===== src/rtl/craft_tweakey_stream_pkg.sv =====
// Shared constants and helpers for the CRAFT tweakey stream: the Q nibble permutation,
// the tweakey index helper and the FSM state encoding.
package craft_tweakey_stream_pkg;

  // Q as packed nibbles, entry 0 in the most-significant nibble
  localparam logic [63:0] CRAFT_Q = 64'hCAF5E892B374601D;

  typedef logic [1:0] state_t;
  localparam state_t IDLE   = 2'd0;
  localparam state_t STREAM = 2'd1;
  localparam state_t DONE   = 2'd2;

  function automatic int chunk_w(input int w);
    int nb;
    nb = 64 / w;
    return (nb > 1) ? $clog2(nb) : 1;
  endfunction

  // Output nibble i takes input nibble Q[i]; nibble 0 is bits [63:60]
  function automatic logic [63:0] q_perm(input logic [63:0] t);
    logic [63:0] r;
    int          src;
    r = '0;
    for (int i = 0; i < 16; i++) begin
      src = int'(CRAFT_Q[63-4*i -: 4]);
      r[63-4*i -: 4] = t[63-4*src -: 4];
    end
    return r;
  endfunction

  function automatic logic [1:0] tk_idx(input logic [7:0] round);
    return 2'(round % 8'd4);
  endfunction

endpackage


===== src/rtl/craft_tweakey_stream_if.sv =====
// Ready/valid tweakey beat stream from the generator to the round datapath.
interface craft_tweakey_stream_if
  import craft_tweakey_stream_pkg::*;
#(
  parameter int W = 4
);
  localparam int CW = chunk_w(W);

  logic          out_valid;
  logic          out_ready;
  logic [W-1:0]  out_data;
  logic [7:0]    out_round;
  logic [CW-1:0] out_chunk;
  logic          out_last_chunk;
  logic          out_last_round;

  modport master (
    output out_valid, out_data, out_round, out_chunk, out_last_chunk, out_last_round,
    input  out_ready
  );

  modport slave (
    input  out_valid, out_data, out_round, out_chunk, out_last_chunk, out_last_round,
    output out_ready
  );

endinterface


===== src/rtl/craft_tweakey_stream_perm.sv =====
// Combinational Q nibble permutation of the 64-bit tweak, used on the load path.
module craft_tweakey_stream_perm
  import craft_tweakey_stream_pkg::*;
(
  input  logic [63:0] tweak,
  output logic [63:0] tweak_q
);

  assign tweak_q = q_perm(tweak);

endmodule


===== src/rtl/craft_tweakey_stream.sv =====
// CRAFT tweakey generator: latches key/tweak on start and streams TK[round mod 4]
// W bits per beat over a ready/valid interface, in forward or reverse round order.
module craft_tweakey_stream
  import craft_tweakey_stream_pkg::*;
#(
  parameter int W      = 4,
  parameter int ROUNDS = 32
) (
  input  logic                          clk,
  input  logic                          rst,
  input  logic                          start,
  input  logic signed [127:0]           key,
  input  logic signed [63:0]            tweak,
  input  logic                          dec,
  output logic                          busy,
  output logic                          done,
  craft_tweakey_stream_if.master        os
);

  localparam int NB = 64 / W;
  localparam int CW = chunk_w(W);
  localparam int LW = $clog2(W);

  logic [63:0]    tweak_q;
  state_t         state_p0;
  logic [7:0]     round_p0;
  logic [CW-1:0]  chunk_p0;
  logic           dec_p0;
  logic [63:0]    tk_p0 [4];

  logic           stream;
  logic           fire;
  logic           last_chunk;
  logic           last_round;
  logic [63:0]    tk_cur;
  logic [63:0]    tk_shift;
  logic [CW+LW-1:0] sh;

  craft_tweakey_stream_perm u_perm (
    .tweak   (tweak),
    .tweak_q (tweak_q)
  );

  assign stream     = (state_p0 == STREAM);
  assign fire       = stream & os.out_ready;
  assign last_chunk = (chunk_p0 == CW'(NB - 1));
  assign last_round = dec_p0 ? (round_p0 == 8'd0) : (round_p0 == 8'(ROUNDS - 1));

  // Beat select: shift the registered tweakey so the current beat sits in the top W bits
  assign tk_cur   = tk_p0[tk_idx(round_p0)];
  assign sh       = {chunk_p0, {LW{1'b0}}};
  assign tk_shift = tk_cur << sh;

  assign os.out_valid      = stream;
  assign os.out_data       = stream ? W'(tk_shift >> (64 - W)) : '0;
  assign os.out_round      = stream ? round_p0 : 8'd0;
  assign os.out_chunk      = stream ? chunk_p0 : '0;
  assign os.out_last_chunk = stream & last_chunk;
  assign os.out_last_round = stream & last_round;
  assign busy              = stream;
  assign done              = (state_p0 == DONE);

  // Stage p0: control state (reset) and latched tweakeys (no reset, loaded on start)
  always_ff @(posedge clk) begin
    if (rst) begin
      state_p0 <= IDLE;
      round_p0 <= 8'd0;
      chunk_p0 <= '0;
      dec_p0   <= 1'b0;
    end else begin
      case (state_p0)
        IDLE: begin
          if (start) begin
            state_p0 <= STREAM;
            dec_p0   <= dec;
            round_p0 <= dec ? 8'(ROUNDS - 1) : 8'd0;
            chunk_p0 <= '0;
          end
        end
        STREAM: begin
          if (fire) begin
            if (last_chunk) begin
              chunk_p0 <= '0;
              if (last_round) state_p0 <= DONE;
              else round_p0 <= dec_p0 ? round_p0 - 8'd1 : round_p0 + 8'd1;
            end else begin
              chunk_p0 <= chunk_p0 + CW'(1);
            end
          end
        end
        default: state_p0 <= IDLE;
      endcase
    end
  end

  always_ff @(posedge clk) begin
    if (state_p0 == IDLE && start) begin
      tk_p0[0] <= key[127:64] ^ tweak;
      tk_p0[1] <= key[63:0]   ^ tweak;
      tk_p0[2] <= key[127:64] ^ tweak_q;
      tk_p0[3] <= key[63:0]   ^ tweak_q;
    end
  end

endmodule

===== src/flat_wrapper.sv =====
// flat-port wrapper written by rule: the top's interface ports become plain ports
module craft_tweakey_stream_flat import craft_tweakey_stream_pkg::*;
#(
  parameter int W      = 4,
  parameter int ROUNDS = 32
)
  (clk, rst, start, key, tweak, dec, busy, done, os_out_valid, os_out_data, os_out_round, os_out_chunk, os_out_last_chunk, os_out_last_round, os_out_ready);
  craft_tweakey_stream_if #(.W(W)) os_i ();
  input  logic clk;
  input  logic rst;
  input  logic start;
  input  logic signed [127:0] key;
  input  logic signed [63:0] tweak;
  input  logic dec;
  output logic busy;
  output logic done;
  output wire logic [$bits(os_i.out_valid)-1:0] os_out_valid;
  output wire logic [$bits(os_i.out_data)-1:0] os_out_data;
  output wire logic [$bits(os_i.out_round)-1:0] os_out_round;
  output wire logic [$bits(os_i.out_chunk)-1:0] os_out_chunk;
  output wire logic [$bits(os_i.out_last_chunk)-1:0] os_out_last_chunk;
  output wire logic [$bits(os_i.out_last_round)-1:0] os_out_last_round;
  input wire logic [$bits(os_i.out_ready)-1:0] os_out_ready;
  assign os_out_valid = os_i.out_valid;
  assign os_out_data = os_i.out_data;
  assign os_out_round = os_i.out_round;
  assign os_out_chunk = os_i.out_chunk;
  assign os_out_last_chunk = os_i.out_last_chunk;
  assign os_out_last_round = os_i.out_last_round;
  assign os_i.out_ready = os_out_ready;
  craft_tweakey_stream #(.W(W), .ROUNDS(ROUNDS)) u_core (.clk(clk), .rst(rst), .start(start), .key(key), .tweak(tweak), .dec(dec), .busy(busy), .done(done), .os(os_i));
endmodule

===== config.mk =====
export PLATFORM = sky130hd
export DESIGN_NAME = craft_tweakey_stream_flat
export DESIGN_NICKNAME = d
export VERILOG_FILES = /design/src/rtl/craft_tweakey_stream_pkg.sv /design/src/rtl/craft_tweakey_stream_if.sv /design/src/rtl/craft_tweakey_stream_perm.sv /design/src/rtl/craft_tweakey_stream.sv /design/src/flat_wrapper.sv
export SDC_FILE = /design/constraint.sdc
export NUM_CORES = 1
export LEC_CHECK = 0
export CAP_MARGIN = 20
export CORE_ASPECT_RATIO = 1.4
export CORE_MARGIN = 4
export CORE_UTILIZATION = 54
export CTS_CLUSTER_SIZE = 16
export DETAILED_ROUTE_END_ITERATION = 10
export GPL_TIMING_DRIVEN = 0
export PLACE_DENSITY = 0.81
export RECOVER_POWER = 100
export SLEW_MARGIN = 20
export SYNTH_ARGS = -nofsm -noshare
export SYNTH_HDL_FRONTEND = slang
export SYNTH_SLANG_ARGS = --single-unit
export TNS_END_PERCENT = 10

===== constraint.sdc =====
create_clock -name clk -period 19.9 [get_ports clk]
set_clock_uncertainty 0.2 [all_clocks]
set_input_delay 4.975 -clock clk [delete_from_list [all_inputs] [get_ports clk]]
set_output_delay 4.975 -clock clk [all_outputs]
set_load 0.05 [all_outputs]

==> metrics.md, run 1 <==
| Metric | Value |
|---|---|
| PostCTS Resize Cnt | `0` |
| Largest net degree at the start of global routing | `31` |
| Std-Cell Rows | `67` |
| DRT antenna net count | `0` |
| RSZ-0062 raised after global routing | `false` |
| CP max stage delay | `1.08 ns` |
| Initial core utilization | `between 50% and 60%` |
| Core Area | `between 0.02 and 0.025 sq mm` |
| Finished Layout Cells | `between 1000 and 1500` |
| I/O Pins | `around 220` |
| Routed WL per cell | `between 20 and 25 um` |
| CTS tree | `built` |
| CTS Buf Count | `27` |
| CP arrival | `about 9.9 ns` |
| Max Slew Vio Count | `31` |
| Mean Syn Cell Area | `16.23 sq um` |
| DRC Markers | `0` |
| First-pass GRT wire length | `roughly 45000 um` |
| Pwr/cell area | `slightly above 80 mW/mm^2` |
| Post-route setup slack | `just under 10 ns` |
| Period utilization | `between 50 and 60%` |
| Final Hold Viols | `0` |
| Post-synth EDFFs | `256` |
| Drt total wl | `around 30000 um` |
| Worst vdd ir | `around 0.066 mV` |
| Crit start category | `input pin` |
| Syn Nets | `slightly above 1000` |
| CP most frequent cell | `clkbuf_1` |
| Area share of the largest cell type after synthesis | `58.64%` |
| Fin Setup TNS | `0 ns` |
| Worst hold-check path type | `flip-flop to flip-flop` |
| Final core utilization | `approximately 69%` |
| Routed vias | `7816` |
| Layout cells sized above 1 | `between 10% and 20%` |
| Placed cell areas | `between 0.015 and 0.02 sq mm` |
| Root buf cell | `clkbuf_16` |
| WS Path Type | `input pin to flip-flop` |
| DP Wirelength | `approximately 22000 um` |
| Min Clock Period, post-route | `approximately 10 ns` |
| Final instance area | `0.01654 sq mm` |
| Post-CTS Setup Bufs | `0` |
| Clock sinks | `around 270` |
| Final setup vio count | `0` |
| Number of synthesized register bits | `between 200 and 300` |
| Synth unique cells | `47` |
| Drt pass-1 iters | `5` |
| Mapped Area | `0.01311 sq mm` |
| Clk buf depth | `3` |
| Gr usage total | `approximately 22%` |
| Worst Path Max Fanout | `28` |
| Fmax | `between 0.1 and 0.15 GHz` |
| Sequential area share after synthesis | `between 60% and 70%` |
| Die area | `0.02687 sq mm` |
| Failing checks | `capacitance limit, slew limit` |
| Worst-path clk slew | `~0.06 ns` |
| Placed Cells | `1345` |
| Synth-to-layout area growth | `26.14%` |
| Slew @ Worst Pin | `1.534 ns` |
| Status | `complete, but fails checks` |
| Vias in the first global route | `a little over 8000` |
| H-tree depth | `1` |
| Post-CTS Hold Buffers | `0` |
| Worst endpoint required time | `19.83 ns` |
| Top cells by area, synth | `edfxtp_1 59%, xor2_1 17%, mux4_2 11%` |
| Rel. slew slack | `-2.261%` |
| Layout Nets | `between 1000 and 1500` |
| # Max-Cap Violations | `1` |
| Horiz. Die Dim | `approximately 140 um` |
| Synth Warn # | `0` |
| Main synth FF type | `edfxtp_1` |
| Async S/R FF share, synth | `0%` |
| Setup WS pre-CTS | `11.22 ns` |
| Vias/cell | `5.599` |
| Design Power | `about 1.4 mW` |
| Worst hold slack | `0.3109 ns` |
| GP Congestion | `approximately 0.85` |
| Worst-path cell chain | `dlygate4sd3_1, nand2b_1, nor2_1, clkbuf_1, clkbuf_1, clkbuf_1, clkbuf_1` |
| Synth area leader | `edfxtp_1` |
| First DRT Iteration DRCs | `551` |
| PortBufs | `216` |
| Top post-synthesis cells by count | `256 x edfxtp_1, 256 x xor2_1, 65 x mux4_2, 21 x nor2_1, 19 x a21oi_1` |
| Later-pin clock latency in the skew report | `0.52 ns` |
| Reg2Reg Setup Slack | `around 14 ns` |
| Post-synthesis cell count | `roughly 800` |
| Initial antenna violation count | `4` |
| Pleak | `between 5 and 6 nW` |
| Endpoint class of the critical path | `flip-flop` |
| Filler cells | `~1600` |
| Crit-path slowest cell | `clkbuf_1` |
| Total grt overflow | `0` |
| Die span in y | `about 190 um` |
[per-layer routing]
metal | routed length (um) | track usage, % | share of wire (%)
met5 | 14 | 0 | 0.047
met2 | 16040 | 40.29 | 54
met3 | 2247 | 3.966 | 7.5
met4 | 1045 | 7.644 | 3.5
met1 | 10520 | 25.80 | 35
[worst max-delay path, delay by kind of cell]
kind | cells | cell delay (ns)
simple gates | 2 | 0.50
buf+inv | 5 | 4.41
[cells in the final DEF, fill, tap and decap left out, types with 7 or more instances in the layout]
| cell | count |
|---|---|
| a21oi_1 | 19 |
| a22oi_1 | 17 |
| and2_1 | 10 |
| clkbuf_1 | 30 |
| clkbuf_16 | 27 |
| clkdlybuf4s50_1 | 130 |
| dfxtp_1 | 17 |
| dlygate4sd3_1 | 86 |
| edfxtp_1 | 256 |
| ha_1 | 7 |
| inv_1 | 8 |
| mux2i_1 | 7 |
| mux4_2 | 65 |
| nand2_1 | 11 |
| nand3_1 | 7 |
| nor2_1 | 21 |
| o21ai_0 | 8 |
| or3_1 | 7 |
| xor2_1 | 256 |
[layout make-up]
type	count	area [sq um]	area share (%)
inverter	9	33.78	0.2043
sequential	273	8028	48.54
multi-input combinational	498	4883	29.53
timing repair buffer	227	2203	13.32
clock buffer	31	690.7	4.176
antenna	3	7.507	0.04540
buffer	28	162.7	0.9836
tap	310	387.9	2.345
clock inverter	17	140.1	0.8474
[where the power goes]
| group | switching (mW) | internal [mW] |
|---|---|---|
| Sequential | 0.0112 | 0.685 |
| Combinational | 0.0993 | 0.0952 |
| Clock | 0.207 | 0.274 |
[worst paths after layout]
| path | start | cells after the start | end |
|---|---|---|---|
| max | start | 7 | u_core.tk_p0[3][61] |
| min | u_core.round_p0[5] | 2 | u_core.round_p0[5] |
| max reg2reg | u_core.state_p0[0] | 6 | u_core.tk_p0[3][61] |
| min reg2reg | u_core.round_p0[5] | 2 | u_core.round_p0[5] |
[registers in the layout (all words and copies together), names as in the netlist, named ones only]
register / cells
u_core.tk_p0: 256
u_core.round_p0: 8
u_core.chunk_p0: 4
u_core.state_p0: 2
u_core.dec_p0: 1
[cell families after synthesis]
group           after synthesis  synth area share (%)
fa+ha+maj                     8                0.8207
xor+xnor                    259                 17.30
flops                       273                 61.23
compound gates               78                 4.199
buf+inv                      37                 1.517
simple gates                 80                 3.140
mux                          73                 11.79
(Power assumes the default switching activity.)
==> run 2, diff against run 1 <==
==> constraint.sdc (replaced) <==
create_clock -name clk -period 9.3 [get_ports clk]
set_clock_uncertainty 0.2 [all_clocks]
set_input_delay 2.325 -clock clk [delete_from_list [all_inputs] [get_ports clk]]
set_output_delay 2.325 -clock clk [all_outputs]
set_load 0.05 [all_outputs]
==> run 2 against run 1 <==
The flow still finishes with violations (capacitance limit, slew limit). Clock power rose by 110%. Largest cell class unchanged. Flip-flop and latch count did not move. Clock-buffer cell count fell by 3. Largest power group unchanged. Sequential power rose by 110%. Sequential share of layout area fell by 0.11 points. Combinational power rose by 120%. Critical endpoint is now u_core.tk_p0[2][44]. Highest routed layer is now met4. Power rose by 110%. Wire length rose by 1.2%.
==> metrics.md, run 2 (synthesized netlist as in run 1, its figures left out) <==
| Metric | Value |
|---|---|
| Synth-to-layout area growth | `26.43%` |
| Drt pass-1 iters | `5` |
| First DRT Iteration DRCs | `645` |
| Highest metal layer with signal wires | `met4` |
| Layout Nets | `approximately 1300` |
| Rel. slew slack | `-30.57%` |
| Fin Setup TNS | `0 ns` |
| DRT antenna net count | `0` |
| Vias in the first global route | `roughly 8000` |
| Worst vdd ir | `approximately 0.16 mV` |
| Core Area | `0.02389 sq mm` |
| Worst r2r src | `u_core.state_p0[0]` |
| Max Slew Vio Count | `113` |
| Worst endpoint required time | `between 9 and 10 ns` |
| Vias/cell | `between 5 and 6` |
| Pleak | `~5.9 nW` |
| Commonest cells after routing, fill and taps aside | `256 x xor2_1, 256 x edfxtp_1, 131 x clkdlybuf4s50_1` |
| DR WL met2 | `16390 um` |
| Final Hold Viols | `0` |
| Root buf cell | `clkbuf_16` |
| Initial antenna violation count | `1` |
| PortBufs | `roughly 220` |
| Status | `complete, but fails checks` |
| CP arrival | `~7.4 ns` |
| Worst hold-check path type | `flip-flop to flip-flop` |
| Drt total wl | `approximately 30000 um` |
| Crit path from | `start` |
| Total grt overflow | `0` |
| CTS tree | `built` |
| Worst r2r dst | `u_core.tk_p0[2][44]` |
| Horiz. Die Dim | `about 140 um` |
| Worst Path Max Fanout | `32` |
| H-tree depth | `1` |
| WL met1 | `10860 um` |
| Period utilization | `between 70% and 80%` |
| DP Wirelength | `22490 um` |
| Endpoint class of the critical path | `flip-flop` |
| WS Path Type | `input pin to flip-flop` |
| Largest regs | `u_core.tk_p0 x256, u_core.round_p0 x8, u_core.chunk_p0 x4` |
| CTS Buf Count | `25` |
| Final core utilization | `a little over two thirds` |
| DRC Markers | `0` |
| Fmax | `~0.14 GHz` |
| Routed WL per cell | `~22 um` |
| GP Congestion | `around 0.84` |
| Met3 WL post-DR | `2076 um` |
| Worst hold slack | `0.2938 ns` |
| RSZ-0062 raised after global routing | `false` |
| R2R depth | `6` |
| Post-CTS Hold Buffers | `0` |
| Clock sinks | `273` |
| Crit start category | `input pin` |
| Filler cells | `1656` |
| Register with the most flip-flops | `u_core.tk_p0` |
| Die span in y | `about 190 um` |
| Worst-path clk slew | `~0.06 ns` |
| Clk buf depth | `3` |
| Die area | `roughly 0.027 sq mm` |
| # Max-Cap Violations | `4` |
| Failing checks | `capacitance limit, slew limit` |
| Layout cells sized above 1 | `between 10% and 20%` |
| PostCTS Resize Cnt | `0` |
| Routed vias | `7856` |
| Reg2Reg Setup Slack | `roughly 3.9 ns` |
| Critical path destination | `u_core.tk_p0[2][44]` |
| Gr usage total | `between 20 and 25%` |
| Pwr/cell area | `175.8 mW/mm^2` |
| Post-CTS Setup Bufs | `0` |
| Slew @ Worst Pin | `~2 ns` |
| First-pass GRT wire length | `about 45000 um` |
| Largest register FFs | `between 200 and 300` |
| I/O Pins | `218` |
| Std-Cell Rows | `67` |
| Min Clock Period, post-route | `7.362 ns` |
| Initial core utilization | `a little over half` |
| Later-pin clock latency in the skew report | `between 0.5 and 0.6 ns` |
| Largest net degree at the start of global routing | `33` |
| Final setup vio count | `0` |
[run 2: how the worst min path moves through the flow]
| stage | from | end | slack (ns) | cells after the start |
|---|---|---|---|---|
| after floorplan | u_core.round_p0[5] | u_core.round_p0[5] | 0.26 | 2 |
| after global placement | u_core.round_p0[5] | u_core.round_p0[5] | 0.28 | 2 |
| after detailed placement | u_core.round_p0[5] | u_core.round_p0[5] | 0.29 | 2 |
| after CTS | u_core.round_p0[5] | u_core.round_p0[5] | 0.30 | 2 |
| after global routing | u_core.round_p0[5] | u_core.round_p0[5] | 0.32 | 2 |
| final | u_core.round_p0[5] | u_core.round_p0[5] | 0.29 | 2 |
[run 2: worst max-delay path, cell delays in order]
cell           delay [ns]
dlygate4sd3_1        0.57
nand2b_1             0.11
nor2_1               1.46
clkbuf_1             1.13
clkbuf_1             1.30
buf_16               0.24
buf_12               0.21
[run 2: metrics by stage]
stage / total power, mW / setup slack [ns] / std cells / cell area (sq um)
6_report: 2.914 / 1.938 / 1390 / 16570
5_1_grt: 3.025 / 1.448 / 1389 / 16570
4_1_cts: 2.950 / 2.562 / 1388 / 16660
3_5_place_dp: 1.951 / 3.137 / 1343 / 15870
3_3_place_gp: 1.933 / 0.6943 / 1334 / 15670
2_1_floorplan: 1.737 / 2.421 / 808 / 13120
[run 2: power by group]
group,internal (mW),switching [mW]
logic,0.209,0.214
clock network,0.574,0.427
registers,1.46,0.0251
total,2.25,0.666
[run 2: metal layers]
| layer | vias to the layer above | global-route usage [%] |
|---|---|---|
| li1 | 3574 | - |
| met1 | 3946 | 26.47 |
| met2 | 284 | 41.09 |
| met3 | 52 | 3.198 |
| met4 | 0 | 7.122 |
| met5 | - | 0 |
[run 2: cell type report]
type                       instances  area (sq um)  share of cell area (%)
multi-input combinational        498          4883                   29.46
antenna                            2         5.005                 0.03020
clock inverter                    17         155.1                  0.9361
clock buffer                      28         636.9                   3.842
buffer                            28         161.4                  0.9738
timing repair buffer             225          2283                   13.78
inverter                           9         33.78                  0.2038
sequential                       273          8028                   48.43
tap                              310         387.9                   2.340
